===== config.mk =====
export PLATFORM = sky130hd
export DESIGN_NAME = mem_arbiter
export DESIGN_NICKNAME = d
export VERILOG_FILES = /design/src/rtl/mem_arb_pkg.sv /design/src/rtl/rr_arbiter.sv /design/src/rtl/mem_arbiter.sv
export SDC_FILE = /design/constraint.sdc
export NUM_CORES = 1
export LEC_CHECK = 0
export CAP_MARGIN = 0
export CORE_AREA = 2 2 158 160
export CTS_BUF_LIST = sky130_fd_sc_hd__clkbuf_4
export CTS_CLUSTER_SIZE = 14
export DETAILED_ROUTE_END_ITERATION = 6
export DIE_AREA = 0 0 160 162
export PLACE_DENSITY = 0.69
export RECOVER_POWER = 50
export SKIP_LAST_GASP = 1
export SLEW_MARGIN = 20
export SYNTH_ARGS = -nofsm -noshare
export SYNTH_HDL_FRONTEND = slang
export SYNTH_SLANG_ARGS = --single-unit

===== constraint.sdc =====
create_clock -name clk -period 4.55 [get_ports clk]
set_input_delay 0.91 -clock clk [delete_from_list [all_inputs] [get_ports clk]]
set_output_delay 0.91 -clock clk [all_outputs]
set_load 0.03 [all_outputs]

===== src/rtl/mem_arb_pkg.sv =====
// rtl/mem_arb_pkg.sv - FSM state encoding and default parameters for mem_arbiter
package mem_arb_pkg;

  typedef enum logic [1:0] {
    ST_IDLE  = 2'd0,
    ST_ISSUE = 2'd1,
    ST_WAIT  = 2'd2
  } state_t;

  localparam int DEF_N_REQ   = 4;
  localparam int DEF_AW      = 32;
  localparam int DEF_DW      = 32;
  localparam int DEF_TIMEOUT = 16;

endpackage


===== src/rtl/rr_arbiter.sv =====
// rtl/rr_arbiter.sv - combinational round-robin pick: first requester strictly after the last grant
module rr_arbiter #(
  parameter int N_REQ = 4,
  parameter int IW    = $clog2(N_REQ)
) (
  input  logic [N_REQ-1:0] i_req,
  input  logic [IW-1:0]    i_last_grant,
  output logic [N_REQ-1:0] o_grant,
  output logic [IW-1:0]    o_idx,
  output logic             o_any
);

  logic [IW-1:0] w_cand;

  always_comb begin
    o_grant = '0;
    o_idx   = '0;
    o_any   = 1'b0;
    w_cand  = '0;
    // Walk offsets 1..N_REQ so the last grantee is considered only after everyone else.
    for (int i = 1; i <= N_REQ; i++) begin
      w_cand = IW'((int'(i_last_grant) + i) % N_REQ);
      if (!o_any && i_req[w_cand]) begin
        o_any           = 1'b1;
        o_idx           = w_cand;
        o_grant[w_cand] = 1'b1;
      end
    end
  end

endmodule


===== src/rtl/mem_arbiter.sv =====
// rtl/mem_arbiter.sv - N-requester single-outstanding memory port arbiter; MEM_ARB_TIMEOUT_EN adds a WAIT timeout
module mem_arbiter
  import mem_arb_pkg::*;
#(
  parameter int N_REQ   = DEF_N_REQ,
  parameter int AW      = DEF_AW,
  parameter int DW      = DEF_DW,
  parameter int TIMEOUT = DEF_TIMEOUT
) (
  input  logic                   clk,
  input  logic                   rst,
  input  logic [N_REQ-1:0]       req_valid,
  output logic [N_REQ-1:0]       req_ready,
  input  logic [N_REQ-1:0]       req_we,
  input  logic [N_REQ-1:0][AW-1:0] req_addr,
  input  logic [N_REQ-1:0][DW-1:0] req_wdata,
  output logic [N_REQ-1:0]       rsp_valid,
  output logic [DW-1:0]          rsp_rdata,
  output logic                   rsp_err,
  output logic                   mem_valid,
  input  logic                   mem_ready,
  output logic                   mem_we,
  output logic [AW-1:0]          mem_addr,
  output logic [DW-1:0]          mem_wdata,
  input  logic                   mem_rsp_valid,
  input  logic [DW-1:0]          mem_rdata
);

  localparam int IW = $clog2(N_REQ);

  state_t           r_state;
  state_t           w_next;
  logic [IW-1:0]    r_last_grant;
  logic             r_we;
  logic [AW-1:0]    r_addr;
  logic [DW-1:0]    r_wdata;
  logic [N_REQ-1:0] r_rsp_valid;
  logic [DW-1:0]    r_rsp_rdata;

  logic [N_REQ-1:0] w_grant;
  logic [IW-1:0]    w_gidx;
  logic             w_any;
  logic             w_accept;
  logic             w_rsp_done;
  logic             w_expire;
  logic [N_REQ-1:0] w_owner_oh;

  rr_arbiter #(
    .N_REQ(N_REQ),
    .IW   (IW)
  ) u_rr (
    .i_req       (req_valid),
    .i_last_grant(r_last_grant),
    .o_grant     (w_grant),
    .o_idx       (w_gidx),
    .o_any       (w_any)
  );

  // The cycle that presents a response is not an accept cycle, so back-to-back
  // transactions are spaced by at least four cycles.
  assign w_accept   = (r_state == ST_IDLE) && w_any && (r_rsp_valid == '0) && !rst;
  assign w_rsp_done = (r_state == ST_WAIT) && mem_rsp_valid;
  assign w_owner_oh = {{(N_REQ-1){1'b0}}, 1'b1} << r_last_grant;

  assign req_ready = w_accept ? w_grant : '0;
  assign mem_valid = (r_state == ST_ISSUE);
  assign mem_we    = mem_valid & r_we;
  assign mem_addr  = mem_valid ? r_addr : '0;
  assign mem_wdata = mem_valid ? r_wdata : '0;
  assign rsp_valid = r_rsp_valid;
  assign rsp_rdata = r_rsp_rdata;

  always_ff @(posedge clk) begin
    if (rst) r_state <= ST_IDLE;
    else     r_state <= w_next;
  end

  always_comb begin
    w_next = r_state;
    case (r_state)
      ST_IDLE:  if (w_accept) w_next = ST_ISSUE;
      ST_ISSUE: if (mem_ready) w_next = ST_WAIT;
      ST_WAIT:  if (w_rsp_done || w_expire) w_next = ST_IDLE;
      default:  w_next = ST_IDLE;
    endcase
  end

  // last_grant doubles as the owner of the outstanding transaction.
  always_ff @(posedge clk) begin
    if (rst) begin
      r_last_grant <= IW'(N_REQ - 1);
      r_we         <= 1'b0;
      r_addr       <= '0;
      r_wdata      <= '0;
    end else if (w_accept) begin
      r_last_grant <= w_gidx;
      r_we         <= req_we[w_gidx];
      r_addr       <= req_addr[w_gidx];
      r_wdata      <= req_wdata[w_gidx];
    end
  end

  always_ff @(posedge clk) begin
    if (rst) begin
      r_rsp_valid <= '0;
      r_rsp_rdata <= '0;
    end else begin
      r_rsp_valid <= '0;
      r_rsp_rdata <= '0;
      if (w_rsp_done) begin
        r_rsp_valid <= w_owner_oh;
        r_rsp_rdata <= mem_rdata;
      end else if (w_expire) begin
        r_rsp_valid <= w_owner_oh;
      end
    end
  end

`ifdef MEM_ARB_TIMEOUT_EN
  localparam int CW = $clog2(TIMEOUT + 1);

  logic [CW-1:0] r_cnt;
  logic          r_rsp_err;

  // A response arriving on the expiry cycle takes precedence.
  assign w_expire = (r_state == ST_WAIT) && !mem_rsp_valid && (r_cnt == CW'(TIMEOUT - 1));
  assign rsp_err  = r_rsp_err;

  always_ff @(posedge clk) begin
    if (rst) begin
      r_cnt     <= '0;
      r_rsp_err <= 1'b0;
    end else begin
      r_rsp_err <= w_expire;
      if ((r_state == ST_WAIT) && !w_rsp_done && !w_expire) r_cnt <= r_cnt + 1'b1;
      else                                                 r_cnt <= '0;
    end
  end
`else
  logic w_unused_timeout;

  assign w_unused_timeout = ^TIMEOUT;
  assign w_expire         = 1'b0;
  assign rsp_err          = 1'b0;
`endif

endmodule


==> results of run 1 <==
placed cells by master, fill, tap and decap left out, types with 3 or more instances in the layout:
cell type,instances
and3_1,4
mux4_2,4
inv_1,4
mux2i_1,130
nand2_1,68
nor2_1,14
and2_1,85
a22oi_1,5
clkbuf_4,9
dfxtp_1,105
buf_12,3
a221oi_1,4
buf_4,14
ha_1,8
nand2b_1,8
o221ai_1,65
o21ai_0,5
clkdlybuf4s50_1,367
and2_0,12
dlygate4sd3_1,38
metrics by stage:
step	hold WS, ps	utilization
5_1_grt	502	0.430
2_1_floorplan	424	-
6_report	476	0.430
4_1_cts	479	0.431
3_5_place_dp	438	0.424
3_3_place_gp	434	0.424
path summary, 6_finish.rpt:
path	slack [ps]	startpoint	to
setup reg to reg	440	r_last_grant[0]$_SDFFE_PP1P_	r_addr[10]$_SDFFE_PP0P_
setup / recovery	140	req_valid[2]	req_ready[1]
hold reg to reg	480	r_addr[26]$_SDFFE_PP0P_	r_addr[26]$_SDFFE_PP0P_
hold / removal	480	r_addr[26]$_SDFFE_PP0P_	r_addr[26]$_SDFFE_PP0P_
power by group through the flow:
stage	registers (mW)	logic (mW)	clock network [mW]
floorplan	1.21	1.94	0
global placement	1.22	2.72	0
detailed placement	1.22	2.74	0
CTS	1.20	2.74	0.630
global route	1.22	2.91	0.656
finish	1.20	2.70	0.594
tightest hold or removal path: cells and delay by family (launching register included):
kind | cells | cell delay [ps]
DFF | 1 | 350
and+or+nand+nor | 1 | 50
AOI/OAI and AO/OA | 1 | 50
layout make-up:
| type | count | area [µm²] | area share |
|---|---|---|---|
| Clock inverter | 7 | 109 | 0.0105 |
| Multi-Input combinational cell | 444 | 3440 | 0.332 |
| Antenna cell | 1 | 2.50 | 0.000241 |
| Sequential cell | 105 | 2100 | 0.203 |
| Inverter | 4 | 15.0 | 0.00145 |
| Clock buffer | 9 | 67.6 | 0.00651 |
| Timing Repair Buffer | 424 | 4230 | 0.408 |
| Tap cell | 324 | 405 | 0.0391 |
flip-flops by register name (all words and copies together), names as in the netlist:
signal        cells
r_last_grant      2
r_state           2
r_wdata          32
rsp_rdata        32
rsp_valid         4
r_we              1
r_addr           32
kinds of logic after synthesis:
group,count (synthesis)
AND/OR/NAND/NOR,208
other,1
adder cells (fa/ha/maj),8
buffers and inverters,60
multiplexers,136
flip-flops,105
AO/OA/AOI/OAI,91
routing by layer:
layer  GRT usage  up-vias  routed length (µm)
li1            -     2954                   -
met5           0        -                   0
met3      0.0544       24                2040
met2       0.306      300               11300
met1       0.195     2824                9090
met4      0.0479        0                 393
==> qor.csv, run 1 <==
stage,metric,value,unit
critical_path,crit_path_max_fanout,11,
pwr,power_density,434,nW/µm²
pwr,p_clk_frac,0.132,
logic_synthesis,synth-xor-area-share,0,
clocking,clock_path_buffers,2,
floorplanning,start_util,0.242,
grt,grt_max_degree,51,
floorplanning,dieWidth,160,µm
pwr,pwr-share-comb,0.601,
detailed_routing,via_per_inst,4.63,
place,pre_cts_ws,183,ps
place,io_buffers,405,
logic_synthesis,avgSynthCellArea,9.58,µm²
critical_path,worstSetupEndpointType,output pin,
floorplanning,dieArea,25900,µm²
grt,antenna_found_initial,1,
layout,drive_gt1_frac,0.0473,
critical_path,cp_data_arrival_time,3500,ps
critical_path,crit_path_start_kind,input pin,
clocking,cts_root_buf,clkbuf_4,
detailed_routing,drc_errors,0,
timing,tightest_slew,1160,ps
grt,grt_pass1_wl,34.8,mm
critical_path,crit_path_cell_trace,clkdlybuf4s50_1 -> nand2b_1 -> o21ai_0 -> a31oi_1 -> o21ai_0 -> a221oi_1 -> nor2_1 -> clkdlybuf4s50_1,
critical_path,critical_path_class,input pin to output pin,
logic_synthesis,yosysWarnings,0,
critical_path,crit_family,buffers and inverters,
logic_synthesis,synth_compound_area_frac,0.130,
critical_path,cp_num_buf_inv,2,
critical_path,cp.depth,8,
clocking,cts_tree,done,
place,post-dp-hpwl,17.4,mm
clocking,cts_setup_buffers,0,
floorplanning,core-area,24100,µm²
floorplanning,row_count,57,
grt,grt_pass1_vias,6394,
timing,setup_viol,0,
timing,min_period_over_period,0.969,
timing,setup_slack,139,ps
pwr,switching_share,0.406,
place,gp_congestion,0.821,
logic_synthesis,synthesis.area,5830,µm²
logic_synthesis,ys_async_sr_fraction,0,
logic_synthesis,ys_top_cells_by_area,"dfxtp_1 36%, mux2i_1 22%, and2_1 10%, o221ai_1 9.8%, nand2_1 4.4%",
clocking,post_cts_resized,0,
layout,finalInstanceArea,10400,µm²
floorplanning,ios,407,
timing,period_minus_slack,4410,ps
hold_path,min_path_cells,2,
timing,grt_setup_unrepaired,no,
timing,fmax,0.227,GHz
logic_synthesis,netlist-cell-type-count,45,
detailed_routing,routedWlPerCell,17.3,µm
layout,n_fill_cell,2422,
timing,clock-skew-final,27.5,ps
clocking,cts_max_level,3,
layout,instances_no_fill,1318,
logic_synthesis,synthSimpleGateAreaFrac,0.191,
logic_synthesis,syn-num-nets,917,
logic_synthesis,synthMuxAreaShare,0.243,
clocking,ctsHoldBuffers,0,
pwr,p_int,2.67,mW
place,post-place-cells,1301,
pwr,ir_worst_vdd,0.332,mV
clocking,cts_sinks,105,
pwr,total_power,4.50,mW
logic_synthesis,synth-edff-count,0,
hold_path,min_path_type,register to register,
pwr,p_seq_frac,0.267,
detailed_routing,routed_wl,22.8,mm
floorplanning,die_h,162,µm
logic_synthesis,seq_area_frac_synth,0.360,
timing,fin_tns_setup,0,ps
place,placed_area,10200,µm²
logic_synthesis,synthCells,609,
logic_synthesis,synth_top_family_by_area,multiplexers,
logic_synthesis,synth_common_cells,"130 x mux2i_1, 105 x dfxtp_1, 97 x and2_1, 68 x nand2_1, 65 x o221ai_1",
clocking,path_clk_slew,160,ps
grt,grt_usage,0.171,
critical_path,r2r_cells,9,
logic_synthesis,synth_flop_cell,dfxtp_1,
timing,hold_violations,0,
grt,grt_overflow,0,
run_status,outcome,completed,
critical_path,slowest_delay,670,ps
critical_path,slowest_stage,clkdlybuf4s50_1,
logic_synthesis,synth_adder_area_share,0.0172,
pwr,switchingPower,1.83,mW
logic_synthesis,synth_top_area_cell,dfxtp_1,
detailed_routing,drtPass1Iterations,4,
layout,area_growth,77.8,%
detailed_routing,ant_nets,0,
pwr,p_leak,4.41,nW
clocking,clkLatencyLatePin,490,ps
clocking,cts_made_buffers,9,
layout,final_nets,1296,
timing,final-max-slew-violation-count,0,
timing,max-slew-margin-rel,0.226,
logic_synthesis,synth_top_cell_area_share,0.360,
job,drv_cap,0,
logic_synthesis,ys_seq_elements,105,
detailed_routing,vias,6102,
critical_path,required,3640,ps
logic_synthesis,synth.most_common_cell,mux2i_1,
detailed_routing,drtIter0Drc,335,
Power figures use the tool's default switching activity.
==> inputs of run 2 (changes only) <==
Settings changed: CTS_CLUSTER_SIZE 14 to unset.
==> results of run 2 <==
No change in the layout: final DEF, timing and power equal those of run 1.
